===== src/rtl/hamming_serial_secded_decoder.sv =====
// hamming_serial_secded_decoder: bit-serial Hamming (2^M-1, 2^M-1-M) decoder with single-error correction.
// Optional SECDED: define HAMMING_SECDED_EN to expect an extra overall even-parity bit at the end of each frame.
// Ports:
//   clk, rst_n         clock, asynchronous active-low reset
//   ena                low freezes every register, including the output handshake
//   frame_clr          drops a partially received frame (ignored while decoding)
//   bit_in/bit_valid/bit_ready            serial code input, first bit = position 1
//   data_out/data_valid/data_ready        decoded data word with valid/ready handshake
//   err_corrected/err_uncorrectable/err_pos  error report, held together with data_out
module hamming_serial_secded_decoder #(
    parameter int M = 3,
    localparam int N = (1 << M) - 1,
    localparam int K = N - M
) (
    input  logic         clk,
    input  logic         rst_n,
    input  logic         ena,
    input  logic         frame_clr,
    input  logic         bit_in,
    input  logic         bit_valid,
    output logic         bit_ready,
    output logic [K-1:0] data_out,
    output logic         data_valid,
    input  logic         data_ready,
    output logic         err_corrected,
    output logic         err_uncorrectable,
    output logic [M-1:0] err_pos
);
`ifdef HAMMING_SECDED_EN
    localparam int FL = N + 1;
`else
    localparam int FL = N;
`endif
    localparam logic [M:0] LAST = (M + 1)'(FL - 1);
    localparam logic [M:0] NL = (M + 1)'(N);
    typedef enum logic {COLLECT, DECODE} state_t;
    state_t state;
    logic [M:0] cnt;
    logic [N-1:0] code;
    logic [N-1:0] fixed;
    logic [M-1:0] syn;
    logic [K-1:0] dec_data;
    logic [M-1:0] dec_pos;
    logic dec_corr, dec_unc, hit;
    assign bit_ready = ena && state == COLLECT;
    assign hit = syn != '0;
`ifdef HAMMING_SECDED_EN
    // par = 1 means the overall parity check failed
    logic par;
    assign dec_unc = hit && !par;
    assign dec_corr = par;
    assign dec_pos = (hit && par) ? syn : '0;
`else
    assign dec_unc = 1'b0;
    assign dec_corr = hit;
    assign dec_pos = syn;
`endif
    // dec_pos = 0 flips nothing, so a double error passes the raw data through
    for (genvar i = 1; i <= N; i++) begin : g_pos
        assign fixed[i-1] = code[i-1] ^ (dec_pos == M'(i));
        if ((i & (i - 1)) != 0) begin : g_data
            assign dec_data[i - $clog2(i + 1) - 1] = fixed[i-1];
        end
    end
    always_ff @(posedge clk or negedge rst_n)
        if (!rst_n) begin
            state <= COLLECT;
            cnt <= '0;
            code <= '0;
            syn <= '0;
`ifdef HAMMING_SECDED_EN
            par <= 1'b0;
`endif
            data_out <= '0;
            data_valid <= 1'b0;
            err_corrected <= 1'b0;
            err_uncorrectable <= 1'b0;
            err_pos <= '0;
        end else if (ena) begin
            if (data_ready)
                data_valid <= 1'b0;
            if (state == COLLECT) begin
                if (frame_clr) begin
                    cnt <= '0;
                    syn <= '0;
`ifdef HAMMING_SECDED_EN
                    par <= 1'b0;
`endif
                end else if (bit_valid) begin
                    cnt <= (cnt == LAST) ? '0 : cnt + 1'b1;
                    if (cnt == LAST)
                        state <= DECODE;
                    // the SECDED parity position N+1 = 2^M truncates to 0 and leaves syn alone
                    if (bit_in)
                        syn <= syn ^ (cnt[M-1:0] + 1'b1);
                    if (cnt < NL)
                        code <= {bit_in, code[N-1:1]};
`ifdef HAMMING_SECDED_EN
                    par <= par ^ bit_in;
`endif
                end
            end else if (!data_valid || data_ready) begin
                data_out <= dec_data;
                data_valid <= 1'b1;
                err_corrected <= dec_corr;
                err_uncorrectable <= dec_unc;
                err_pos <= dec_pos;
                state <= COLLECT;
                syn <= '0;
`ifdef HAMMING_SECDED_EN
                par <= 1'b0;
`endif
            end
        end
endmodule

===== config.mk =====
export PLATFORM = sky130hd
export DESIGN_NAME = hamming_serial_secded_decoder
export DESIGN_NICKNAME = d
export VERILOG_FILES = /design/src/rtl/hamming_serial_secded_decoder.sv
export SDC_FILE = /design/constraint.sdc
export NUM_CORES = 1
export LEC_CHECK = 0
export CAP_MARGIN = 20
export CORE_MARGIN = 2
export CORE_UTILIZATION = 30
export CTS_CLUSTER_SIZE = 25
export DETAILED_ROUTE_END_ITERATION = 10
export DONT_BUFFER_PORTS = 1
export PLACE_DENSITY = 0.41
export SYNTH_ARGS = -nofsm -noshare
export SYNTH_HDL_FRONTEND = slang
export SYNTH_SLANG_ARGS = --single-unit

===== constraint.sdc =====
create_clock -name clk -period 2.5 [get_ports clk]
set_input_delay 0.25 -clock clk [delete_from_list [all_inputs] [get_ports clk]]
set_output_delay 0.25 -clock clk [all_outputs]
set_load 0.1 [all_outputs]

==> results.md, run 1 <==
| Step | Parameter | Value |
| --- | --- | --- |
| run status | Status | finished clean |
| setup path | Arrival time reported for the critical path endpoint | 1700 ps |
| worst hold path | Min-delay worst type | input pin to register |
| die | Full die area | 4200 um2 |
| detailed routing | DRT Wirelength | 2.00 mm |
| setup path | Slack of the worst reg-to-reg path | 960 ps |
| sta | Highest achievable clock rate | 648 MHz |
| yosys | Proportion of synthesized chip area in sequential cells | 49.7% |
| setup path | Category of the worst setup path launch point | register |
| power | Static leakage | 0.598 nW |
| setup path | Maximum fanout count along the critical path | 6 |
| yosys | Cell count after synthesis | 95 |
| yosys | Async S/R FF share, synth | 100% |
| detailed routing | Post-DRT Antenna Nets | 0 |
| die | Die Wd | 64.8 um |
| sta | Headroom to the max-slew limit | 40.5% |
| clock tree | Clk pin slew, worst setup/hold paths | 80 ps |
| clock tree | Cts hold-fix bufs | 1 |
| clock tree | Post-CTS Setup Repair Bufs | 0 |
| global route | Via count of the first global-routing pass | 781 |
| sta | Final Critical Period | 1540 ps |
| power | Pwr Density | 674 nW/um2 |
| yosys | Syn nets | 104 |
| cells and area | Share of final-layout standard cells stronger than drive strength 1 | 22.0% |
| detailed routing | Vias after detailed routing | 717 |
| setup path | Critical path's slowest cell | dfrtp_1 |
| die | Core footprint | 3610 um2 |
| yosys | Commonest register cell after synthesis | dfrtp_1 |
| sta | Final total negative setup slack | 0 ps |
| power | Peak supply drop | 0.183 mV |
| clock tree | Number of H-tree levels | 1 |
| sta | Final worst path period share | 61.8% |
| placed design | Weighted congestion reported at the end of routability-driven placement | 0.658 |
| global route | Total global routing track utilization | 11.1% |
| yosys | Yosys warning total | 0 |
| setup path | Cell-by-cell listing of the critical path | inv_1 -> ha_1 -> nand3b_1 -> a211o_1 -> a21o_1 |
| setup path | Cell class contributing the biggest share of worst-path delay | compound AO/OA/AOI/OAI gates |
| global route | First-pass GRT wire length | 3.64 mm |
| yosys | Post-synthesis register bit count | 22 |
| die | Die span in y | 64.8 um |
| global route | Largest net degree at the start of global routing | 23 |
| clock tree | Clock Tree Buf Depth | 2 |
| die | Site row count | 22 |
| placed design | HPWL after detailed placement | 1.43 mm |
| detailed routing | Detailed-router iteration count before antenna repair | 4 |
| placed design | # port buffers | 0 |
| sta | Transition time at the pin with the least slew margin | 893 ps |
| sta | Number of setup violations in the final report | 0 |
| cells and area | Number of inserted diodes | 0 |
| clock tree | Number of gates resized after cts | 0 |
| clock tree | Cts bufs inserted | 3 |
| detailed routing | Drt first-iter violations | 19 |
| detailed routing | # DRC | 0 |
| placed design | Post-placement cell area | 1170 um2 |
| yosys | Post-Synthesis Mean Instance Area | 11.7 um2 |
| setup path | Critical path class | register to register |
| detailed routing | Vias per std cell | 4.84 |
| die | Initial cell density of the core | 30.7% |
| cells and area | Final design area excluding fillers | 1250 um2 |
| yosys | Post-synthesis instance area | 1110 um2 |
| clock tree | Clock root cell | clkbuf_8 |
| setup path | Highest cell delay on the worst timing path | 430 ps |
| sta | Unrepaired setup endpoints after global routing | no |
| setup path | Type of destination of the critical path | register |
| cells and area | Final net count | 111 |
| detailed routing | Routed length per placed instance | 13.5 um |
| clock tree | Clock sink count | 22 |
| yosys | Unique masters post-synth | 32 |
| clock tree | Clock tree from TritonCTS | done |
| setup path | Sum of buffers and inverters on the critical path | 1 |
| cells and area | Area Overhead vs Synth | 12.8% |
| clock tree | Clock latency on the worst-skew pair | 260 ps |
| setup path | Required time worst endpoint | 2660 ps |
| sta | Number of max-slew violations in the final report | 0 |
| run | Max Cap Viol | 0 |
| die | Number of ports placed on the die boundary | 18 |
| global route | Antenna violations before repair | 0 |
| sta | Final Hold Fails | 0 |
| sta | Worst clock skew | 7.46 ps |
| yosys | Number of synthesized flops with an enable pin | 0 |
| global route | Sum of overflow across all layers after global routing | 0 |
## synthesized netlist by cell type, drive strengths merged (3+ instances only)
cell / n / share of area (%)
inv: 5 / 1.7
o21ai: 3 / 1.4
xnor2: 5 / 4.0
dfrtp: 22 / 50
nor3: 3 / 1.4
nand2: 4 / 1.4
nand3: 3 / 1.4
mux2: 13 / 13
nand3b: 5 / 3.4
a211o: 3 / 2.4
a21o: 3 / 2.0
## per-layer routing
metal	share of wire (%)	up-vias	track usage, %
li1	-	354	-
met1	48	349	14.1
met2	46	12	17.7
met3	5.0	2	2.95
met4	1.2	0	4.79
met5	0	-	0
## layout make-up
type	count	area (um2)
multi-input combinational	66	527
timing repair buffer	4	52.6
clock buffer	3	41.3
fill	370	2360
inverter	5	18.8
tap	48	60.1
sequential	22	551
## kinds of logic (layout without fill, tap and decap cells)
family	after synthesis	in the layout	synth area share, %
compound gates	15	15	9.93
flops	22	22	49.7
other cells	1	1	0.338
simple gates	30	30	17.6
buf+inv	7	12	3.05
xor+xnor	5	5	3.95
mux	13	13	13.2
fa+ha+maj	2	2	2.26
## flip-flops by register name, summed over array words and instances (netlist names)
signal / flops
cnt: 4
data_valid: 1
data_out: 4
dec_pos: 3
err_corrected: 1
err_pos: 3
state: 1
code: 5
## cell usage in the layout, fill, tap and decap left out, types with 2 or more instances in the layout
cell	count
dfrtp_1	22
mux2_2	13
inv_1	5
nand3b_1	5
xnor2_1	5
nand2_1	4
o21ai_0	3
nor3_1	3
a21o_1	3
nand3_1	3
a211o_1	3
clkbuf_8	3
nor2_1	2
and3b_1	2
or3_1	2
ha_1	2
buf_4	2
## worst paths after layout
kind,start,end,depth (start not counted)
setup / recovery,cnt[0],dec_pos[1],5
hold / removal,ena,data_valid,1
setup reg to reg,cnt[0],dec_pos[1],5
hold reg to reg,code[3],code[3],1
max in group asynchronous,rst_n,code[6],2
min in group asynchronous,rst_n,data_out[2],1
## through the flow
step	hold WS (ps)	setup WS (ps)	power [mW]	cells	utilization [%]
2_1_floorplan	-45.6	397	0.595	95	-
3_3_place_gp	-45.1	1000	0.617	143	32.5
3_5_place_dp	-44.9	959	0.620	143	32.5
4_1_cts	129	956	0.850	147	33.9
5_1_grt	141	833	0.898	148	34.7
6_report	134	956	0.843	148	34.7
## where the power goes
part / leakage [nW] / internal, mW / total [mW] / switching, mW
combinational: 0.280 / 0.0745 / 0.131 / 0.0567
sequential: 0.296 / 0.404 / 0.492 / 0.0888
clock: 0.0216 / 0.107 / 0.220 / 0.112
total: 0.598 / 0.585 / 0.843 / 0.258
## worst register-to-register path, stage by stage, from the launching register on
cell and delay (ps):
dfrtp_1 430, inv_1 60, ha_1 300, nand3b_1 180, a211o_1 300, a21o_1 170
(Power assumes the default switching activity.)
==> run 2, diff against run 1 <==
- PLACE_DENSITY: 0.41 -> 0.42
- clock period: 2.5 -> 1.3 ns (I/O delays scaled with it)
==> run 2 against run 1 <==
  * Highest routed layer unchanged
  * Non-clock buffer count rose by 25
  * Maximum frequency rose by 8.3%
  * Die area did not move
  * Wire length rose by 21%
  * The run now ends with negative setup slack left
  * Cell area rose by 31%
  * Register-to-register slack got worse by 1100 ps
==> results.md, run 2 (same netlist as run 1, synthesis figures left out) <==
| Step | Parameter | Value |
| --- | --- | --- |
| run status | Status | complete, but fails checks |
| run status | Failing checks | negative setup slack |
| detailed routing | Detailed-router iteration count before antenna repair | 4 |
| clock tree | Clock tree from TritonCTS | done |
| setup path | Critical path's slowest cell | dfrtp_1 |
| sta | Final Hold Fails | 0 |
| setup path | Highest cell delay on the worst timing path | 400 ps |
| detailed routing | Vias per std cell | 4.79 |
| setup path | Cell-by-cell listing of the critical path | inv_1 -> ha_2 -> nand3b_1 -> a211o_1 -> a21o_1 |
| clock tree | Clock latency on the worst-skew pair | 260 ps |
| setup path | Maximum fanout count along the critical path | 3 |
| sta | Highest achievable clock rate | 701 MHz |
| sta | Number of setup violations in the final report | 13 |
| placed design | Setup slack at placement | -132 ps |
| global route | Total global routing track utilization | 11.6% |
| setup path | Slack of the worst reg-to-reg path | -130 ps |
| detailed routing | Drt first-iter violations | 48 |
| global route | Largest net degree at the start of global routing | 23 |
| worst hold path | HP Start | bit_in |
| clock tree | Cts bufs inserted | 3 |
| die | Site row count | 22 |
| setup path | Sum of buffers and inverters on the critical path | 1 |
| cells and area | Register ranked first by flip-flop count | code |
| power | Static leakage | 0.773 nW |
| die | Number of ports placed on the die boundary | 18 |
| die | Full die area | 4200 um2 |
| worst hold path | Worst Hold Endpoint | code[6] |
| global route | Via count of the first global-routing pass | 816 |
| worst hold path | Worst hold path stage count | 1 |
| placed design | Weighted congestion reported at the end of routability-driven placement | 0.827 |
| setup path | Cell class contributing the biggest share of worst-path delay | compound AO/OA/AOI/OAI gates |
| setup path | R2R depth | 5 |
| sta | Post-layout worst setup margin | -126 ps |
| cells and area | Highest-count cells in the layout ignoring fill and taps | dfrtp_1, buf_4, mux2_4 |
| clock tree | Clock root cell | clkbuf_8 |
| cells and area | Filler cells | 363 |
| clock tree | Number of H-tree levels | 1 |
| cells and area | Area Overhead vs Synth | 47.5% |
| sta | Worst clock skew | 3.77 ps |
| setup path | Type of destination of the critical path | register |
| placed design | HPWL after detailed placement | 1.60 mm |
| die | Die Wd | 64.8 um |
| sta | Final Critical Period | 1430 ps |
| worst hold path | Min-delay worst type | input pin to register |
| clock tree | Clk pin slew, worst setup/hold paths | 80 ps |
| cells and area | Share of final-layout standard cells stronger than drive strength 1 | 49.2% |
| cells and area | Flip-flop and latch area | 556 um2 |
| placed design | # port buffers | 0 |
| power | Peak supply drop | 0.468 mV |
| sta | Unrepaired setup endpoints after global routing | yes |
| setup path | Crit path depth | 5 |
| detailed routing | # DRC | 0 |
| detailed routing | Vias after detailed routing | 833 |
| global route | Antenna violations before repair | 0 |
| global route | First-pass GRT wire length | 3.77 mm |
| setup path | Arrival time reported for the critical path endpoint | 1580 ps |
| sta | Number of max-slew violations in the final report | 0 |
| cells and area | Leading registers by flop count | code (5), cnt (4), data_out (4) |
| sta | Final worst path period share | 110% |
| setup path | Reg-to-reg endpoint | dec_pos[1] |
| setup path | Category of the worst setup path launch point | register |
| power | Pwr Total | 1.78 mW |
| setup path | Origin of the critical flop-to-flop path | cnt[0] |
| setup path | Critical path class | register to register |
| run | Max Cap Viol | 0 |
| detailed routing | Post-DRT Antenna Nets | 0 |
| clock tree | Clock sink count | 22 |
| global route | Sum of overflow across all layers after global routing | 0 |
| cells and area | Final net count | 136 |
| detailed routing | DRT Wirelength | 2.43 mm |
| die | Initial cell density of the core | 30.7% |
| setup path | Critical path origin | cnt[0] |
| power | Pwr Density | 1090 nW/um2 |
| setup path | Required time worst endpoint | 1460 ps |
| cells and area | Number of inserted diodes | 0 |
| die | Die span in y | 64.8 um |
| cells and area | Area of the multi-input gates | 648 um2 |
| detailed routing | Routed length per placed instance | 14.0 um |
| cells and area | Number of flip-flops under the largest register name | 5 |
| die | Core footprint | 3610 um2 |
| clock tree | Clock Tree Buf Depth | 2 |
run 2: changes by cell type in the layout (fill, tap and decap cells not counted), sizes merged:
cell and change:
buf +24, clkbuf +2
run 2: where the power goes:
group	total (mW)	switching, mW	internal (mW)	leakage (nW)
Combinational	0.431	0.220	0.212	0.452
Sequential	0.871	0.0928	0.779	0.292
Clock	0.481	0.211	0.269	0.0288
run 2: worst max-delay path by stage:
stage                  to  slack (ps)
6_report       dec_pos[1]        -130
5_1_grt        dec_pos[1]        -210
2_1_floorplan      cnt[2]        -210
3_3_place_gp   dec_pos[1]        -100
3_5_place_dp   dec_pos[1]        -130
4_1_cts        dec_pos[1]        -120
run 2: area by class of cell:
type                    instances  share of cell area (%)
multi-input cells              66                    39.6
well taps                      48                    3.67
clock buffers                   4                    3.37
repair buffers                 29                    18.2
flip-flops and latches         22                    34.0
inverters                       5                    1.15
run 2: timing repair:
item	4_1_cts	5_1_grt
hold buffers	1	0
pin swaps	2	3
resized for setup	12	11
endpoints found under the hold margin	22	0
cloned	0	1
setup buffers	3	5
endpoints found under the setup margin	13	21
run 2: per-layer routing:
| metal | vias to the layer above | track usage [%] | part of all wire, % |
|---|---|---|---|
| met3 | 2 | 4.17 | 3.7 |
| met4 | 0 | 2.39 | 0.74 |
| met2 | 10 | 19.5 | 54 |
| met5 | - | 0 | 0 |
| li1 | 407 | - | - |
| met1 | 414 | 14.3 | 41 |
run 2: stage by stage:
stage / TNS [ps] / utilization [%] / instances / cell area [um2] / hold slack [ps]
floorplan: -2020 / - / 95 / 1160 / -166
finish: -634 / 45.4 / 174 / 1640 / 22.4
CTS: -582 / 41.8 / 168 / 1510 / 12.2
detailed placement: -817 / 37.8 / 160 / 1360 / -165
global route: -1700 / 45.4 / 174 / 1640 / 2.73
global placement: -677 / 37.8 / 160 / 1360 / -165
